## src/rtl/fetch_stage.sv

```systemverilog
// fetch_stage: IF stage of the 16-bit five-stage pipeline.
//
// Owns the PC register and the IF/ID pipeline register. It also detects HLT at
// fetch time and freezes fetch once HLT has been seen.
//
// Ports:
//   clk          system clock; all state updates on the rising edge
//   rst          synchronous, active-high reset (highest priority)
//   stall        hold PC and IF/ID register this cycle
//   redirect     taken branch/jump resolved in EX (beats stall)
//   redirect_pc  redirect target; bit 0 is forced to 0 when loaded
//   imem_addr    instruction-memory address, always the registered PC
//   imem_data    instruction word read combinationally from imem_addr
//   pc_out       current PC register value
//   IF_instr     instruction fetched this cycle (= imem_data)
//   ID_instr     IF/ID registered instruction
//   ID_pc_plus2  IF/ID registered PC+2 of ID_instr
//   ID_valid     ID_instr is a real instruction (0 = bubble)
//   halted       HLT has been fetched; fetch is frozen
//
// Optional build macro FETCH_STATS_EN adds the following outputs:
//   stat_cycles  non-reset cycles seen while not halted (saturating)
//   stat_fetched normal-path fetches loaded into ID (saturating)

module fetch_stage #(
    parameter logic [15:0] RESET_PC    = 16'h0000,
    parameter logic [3:0]  HALT_OPCODE = 4'hF,
    parameter logic [15:0] NOP_INSTR   = 16'h0000
) (
    input  logic        clk,
    input  logic        rst,
    input  logic        stall,
    input  logic        redirect,
    input  logic [15:0] redirect_pc,
    output logic [15:0] imem_addr,
    input  logic [15:0] imem_data,
    output logic [15:0] pc_out,
    output logic [15:0] IF_instr,
    output logic [15:0] ID_instr,
    output logic [15:0] ID_pc_plus2,
    output logic        ID_valid,
    output logic        halted
`ifdef FETCH_STATS_EN
    ,
    output logic [15:0] stat_cycles,
    output logic [15:0] stat_fetched
`endif
);

    logic [15:0] pc;
    logic [15:0] pc_seq;
    logic        fetch_hlt;

    assign pc_seq    = pc + 16'd2;
    assign fetch_hlt = (imem_data[15:12] == HALT_OPCODE);

    // The address always comes straight from the PC register. Stall and
    // redirect only affect the next PC, so there is no combinational path
    // from them to the memory address.
    assign imem_addr = pc;
    assign pc_out    = pc;
    assign IF_instr  = imem_data;

    always_ff @(posedge clk) begin
        if (rst) begin
            pc          <= RESET_PC;
            ID_instr    <= NOP_INSTR;
            ID_pc_plus2 <= 16'h0000;
            ID_valid    <= 1'b0;
            halted      <= 1'b0;
        end else if (redirect) begin
            // The instruction fetched this cycle is on the wrong path. Flush
            // it and drop any HLT that was fetched on that path.
            pc       <= redirect_pc & 16'hFFFE;
            ID_instr <= NOP_INSTR;
            ID_valid <= 1'b0;
            halted   <= 1'b0;
        end else if (stall) begin
            // everything holds
        end else if (halted) begin
            // PC stays on the HLT address; only bubbles follow HLT down the pipe
            ID_instr <= NOP_INSTR;
            ID_valid <= 1'b0;
        end else begin
            ID_instr    <= imem_data;
            ID_pc_plus2 <= pc_seq;
            ID_valid    <= 1'b1;
            if (fetch_hlt) begin
                halted <= 1'b1;
            end else begin
                pc <= pc_seq;
            end
        end
    end

`ifdef FETCH_STATS_EN
    logic fetch_now;

    assign fetch_now = !redirect && !stall && !halted;

    always_ff @(posedge clk) begin
        if (rst) begin
            stat_cycles  <= 16'h0000;
            stat_fetched <= 16'h0000;
        end else begin
            // The cycle that fetches HLT is still counted, because halted is
            // 0 during that cycle.
            if (!halted && stat_cycles != 16'hFFFF) begin
                stat_cycles <= stat_cycles + 16'd1;
            end
            if (fetch_now && stat_fetched != 16'hFFFF) begin
                stat_fetched <= stat_fetched + 16'd1;
            end
        end
    end
`endif

endmodule

```

## config.mk

```make
export PLATFORM = sky130hd
export DESIGN_NAME = fetch_stage
export DESIGN_NICKNAME = d
export VERILOG_FILES = /design/src/rtl/fetch_stage.sv
export SDC_FILE = /design/constraint.sdc
export NUM_CORES = 1
export LEC_CHECK = 0
export ABC_AREA = 1
export CAP_MARGIN = 0
export CORE_UTILIZATION = 41
export DETAILED_ROUTE_END_ITERATION = 8
export PLACE_DENSITY = 0.87
export SYNTH_ARGS = -nofsm -noshare
export SYNTH_HDL_FRONTEND = slang
export SYNTH_SLANG_ARGS = --single-unit
export TNS_END_PERCENT = 10
```

## constraint.sdc

```tcl
create_clock -name clk -period 1.8 [get_ports clk]
set_input_delay 0.18 -clock clk [delete_from_list [all_inputs] [get_ports clk]]
set_output_delay 0.18 -clock clk [all_outputs]
set_load 0.005 [all_outputs]
```

# After elaboration in Yosys (flattened, before gate mapping)
# Index checks and enable logic that the tools add are counted.
dict set report word_totals {
  inputBits 36
  elab_cells 27
  reg_bits 50
  out_inout_bits 82
}
dict set report classes {
  bitwise 4
  muxes 8
  n_eq_ne 4
  addsub 1
  reduce_logical 4
}
# cell n
set op_table {}
lappend op_table {{2-to-1 mux 16 bit} 5}
lappend op_table {{adder 16 x 2 -> 16 bit, second input constant} 1}
lappend op_table {{AND reduction 3 bit} 3}
lappend op_table {{equality test 4 bit, second input constant} 1}
lappend op_table {{!= test 2 bit, second input constant} 2}
lappend op_table {{NOT 1 bit} 4}
lappend op_table {{2-to-1 mux 1 bit} 3}
lappend op_table {{!= test 2 x 1 -> 1 bit, second input constant} 1}
lappend op_table {{OR reduction 2 bit} 1}

# Logic depth before layout (Yosys ltp)
dict set report logic_depth {
  ltp_word 5
  ltp_mapped 9
  mapped_depth_nobuf 9
}

# Worst setup path after synthesis
# Ideal clock, no wire load.
dict set report synth_timing {
  path_type {flip-flop to flip-flop}
  start {register pc[1] (netlist: imem_addr[1])}
  end {register pc[7] (netlist: imem_addr[7])}
  arrival_time_ns 1.287
  n_path_buf 0
  stages_incl_launch_ff 8
  slack_ns 0.385
  setup_ns 0.128
  path_cell_list {dfxtp_1 > ha_1 > nand3_1 > nor2_1 > xor2_1 > nor2_1 > nor2_1 > nor2_1}
}
dict set report synth_via {
  elab_chain_len 5
}
# element line_no
set synth_lines {}
lappend synth_lines {{from (decl)} 50} ;# logic [15:0] pc;
lappend synth_lines {{from (signal assigned)} 74} ;# pc <= redirect_pc & 16'hFFFE;
lappend synth_lines {{from (signal assigned)} 91} ;# pc <= pc_seq;
lappend synth_lines {{adder 16 x 2 -> 16 bit} 54} ;# assign pc_seq = pc + 16'd2;
lappend synth_lines {{2-to-1 mux 16 bit} 88} ;# if (fetch_hlt) begin
lappend synth_lines {{2-to-1 mux 16 bit} 80} ;# end else if (halted) begin
lappend synth_lines {{2-to-1 mux 16 bit} 78} ;# end else if (stall) begin
lappend synth_lines {{2-to-1 mux 16 bit} 71} ;# end else if (redirect) begin
# No other way between the ends. The select of a mux whose other input is x is not followed.
# A chain may end at the register's enable or synchronous reset.

# Worst setup path after layout
dict set report layout_timing {
  start {register pc[1] (netlist: imem_addr[1])}
  end {register ID_pc_plus2[15]}
}
dict set report layout_via {
  elab_chain_len 1
}
# element line_no
set layout_lines {}
lappend layout_lines {{adder 16 x 2 -> 16 bit} 54}
lappend layout_lines {{to (signal assigned)} 86} ;# ID_pc_plus2 <= pc_seq;
lappend layout_lines {{to (decl)} 40} ;# output logic [15:0] ID_pc_plus2,
# No other way between the ends.

==> impl_metrics.ini <==
[critical_path]
slowest_delay_ns = 0.44
cp.arrival_ns = 1.85
crit_path_top_delay_cell = dfxtp_1
crit_fanout = 7
reg2regPathDepth = 8
path_common_cell = nand2_1
path_cells = ha_1, nand3_1, nor2_1, nand4_1, nand2_1, nand2_1, nand2_1, inv_1
cp-end-kind = register
required_ns = 2.01
worstSetupPathType = reg -> reg
start_kind = register

[finish]
final_util = 0.607
multi_input_area_um2 = 1100
regArea_um2 = 961
diodes = 0
final_nets = 487
area_growth_pct = 42.7
drive_gt1_frac = 0.0621
final.fill_count = 539

[power]
max-vdd-ir-drop_mv = 0.355
p_leak_nw = 1.48
swShare = 0.265
p_sw_w = 0.000620
p_per_area_nw_per_um2 = 651
combPwrFrac = 0.214
pwr-share-seq = 0.498
totalPowerFinal_w = 0.00234
p_clk_frac = 0.287
intPower_w = 0.00172

[grt]
grt_pass1_wl_um = 10200
grt_max_degree = 19
grt_pass1_vias = 2231
grt-ovfl-total = 0
grt_use_total = 0.204
grt_antenna_before_repair = 0

[logic_synthesis]
yosys.area.top_type_share = 0.382
ys_top_cells_by_area = dfxtp_1 38%, nand2_1 15%, buf_4 11%
syn-cell-area_um2 = 2520
synth.avg_cell_area_um2 = 6.94
synth_warnings = 0
synth_seq_cells = 48
synth_seq_area_share = 0.382
ys_async_sr_fraction = 0
synth_common_cells = 104 x nand2_1, 48 x dfxtp_1, 39 x nor2_1
yosysMostFrequentCell = nand2_1
synthCells = 363
synth_cell_type_count = 30
synth_area_leader_cell = dfxtp_1
ys.flop_type = dfxtp_1
synth_edf_count = 0

[timing]
clock_skew_ns = 0.00540
fmax_mhz = 609
period_share = 0.912
final_hold_viol_count = 0
tns_ns = 0
fin_crit_ns = 1.64
final-setup-viol-count = 0
fin_hold_ws_ns = 0.463
finalWorstSetupSlack_ns = 0.158
rsz0062_at_grt = false
slew_viol_final = 0

[clock_network]
cts_made_buffers = 5
path_clk_slew_ns = 0.09
post_cts_resized = 0
cts_max_path_buffers = 2
cts_setup_buffers = 0
insertion_delay_ns = 0.30
cts_tree = done
htreeDepth = 2
cts_hold_buf = 0
cts.sinks = 48
cts_root_buf = clkbuf_8

[placed_design]
portBuffers = 113
place.gp.congestion = 0.883
dp.final_hpwl_um = 5120
dp_slack_ns = 0.0379

[job]
max-cap-violations = 0

[die]
core-area_um2 = 5920
die_x_um = 80.4
die_h_um = 80.4
fp-row-count = 28
dieArea_um2 = 6460
ios = 118
initial_core_util = 0.425

[detailed_routing]
dr.pass1.iters = 4
first_iter_violations = 105
wl_um = 6610
drc = 0
via_count = 2546
routed_via_density = 4.84
antenna_left = 0
wire_per_inst_um = 12.6

[status]
status = finished, final reports clean

[worst_hold_path]
hp-class = in -> reg
hold_depth = 3
## worst paths after layout
path	start	to	slack, ns
worst max register to register	imem_addr[1]$_SDFFE_PP0P_	ID_pc_plus2[15]$_SDFFE_PP0P_	0.16
worst min register to register	ID_instr[6]$_SDFFE_PP0N_	ID_instr[6]$_SDFFE_PP0N_	0.47
worst max-delay path	imem_addr[1]$_SDFFE_PP0P_	ID_pc_plus2[15]$_SDFFE_PP0P_	0.16
worst min-delay path	imem_data[6]	ID_instr[6]$_SDFFE_PP0N_	0.46
## placed cells by master (no fill, tap or decap), types with 3 or more instances in the layout
master / instances
xor2_1: 4
nand4_1: 3
inv_1: 33
buf_4: 11
clkdlybuf4s50_1: 113
conb_1: 3
a21oi_1: 28
nor2_1: 39
o21ai_0: 16
nand3_1: 19
nand2_1: 104
dfxtp_1: 48
clkbuf_8: 6
## power groups by stage
stage / sequential, W / clock (W) / combinational [W]
2_1_floorplan: 0.00119 / 0 / 0.000249
3_3_place_gp: 0.00119 / 0 / 0.000493
3_5_place_dp: 0.00119 / 0 / 0.000502
4_1_cts: 0.00117 / 0.000695 / 0.000505
5_1_grt: 0.00118 / 0.000738 / 0.000551
6_report: 0.00117 / 0.000673 / 0.000501
## kinds of logic after synthesis
group / Yosys count / synth area share
and+or+nand+nor: 171 / 0.283
buffers and inverters: 82 / 0.186
AOI/OAI and AO/OA: 55 / 0.126
DFF: 48 / 0.382
xor gates and xnor gates: 5 / 0.0174
adders and majority gates: 1 / 0.00497
other: 1 / 0.00149
## sequential cells by signal (all words and copies together) (netlist names)
| name | flops |
|---|---|
| ID_pc_plus2 | 15 |
| imem_addr | 15 |
| ID_valid | 1 |
| halted | 1 |
| ID_instr | 16 |
## metrics by stage
step,cells,area [um2]
after global placement,518,3500
after global routing,526,3590
after floorplan,365,2530
after CTS,526,3590
final,526,3590
after detailed placement,518,3500
## critical path: cells and delay by family, from the launching register on
| family | cells | cell delay [ns] |
|---|---|---|
| flip-flops | 1 | 0.44 |
| adder cells (fa/ha/maj) | 1 | 0.23 |
| buffers and inverters | 1 | 0.03 |
| AND/OR/NAND/NOR | 6 | 0.84 |
## final cells by class
cell class / count / area share
Multi-Input combinational cell: 235 / 0.305
Clock inverter: 1 / 0.00209
Tap cell: 75 / 0.0261
Clock buffer: 7 / 0.0240
Inverter: 36 / 0.0376
Sequential cell: 48 / 0.267
Timing Repair Buffer: 124 / 0.338
## layer usage
layer,GRT usage,wire length (um)
met4,0.0679,88
met2,0.353,3150
met5,0,0
met1,0.246,2770
met3,0.0466,598
(Power assumes the default switching activity.)
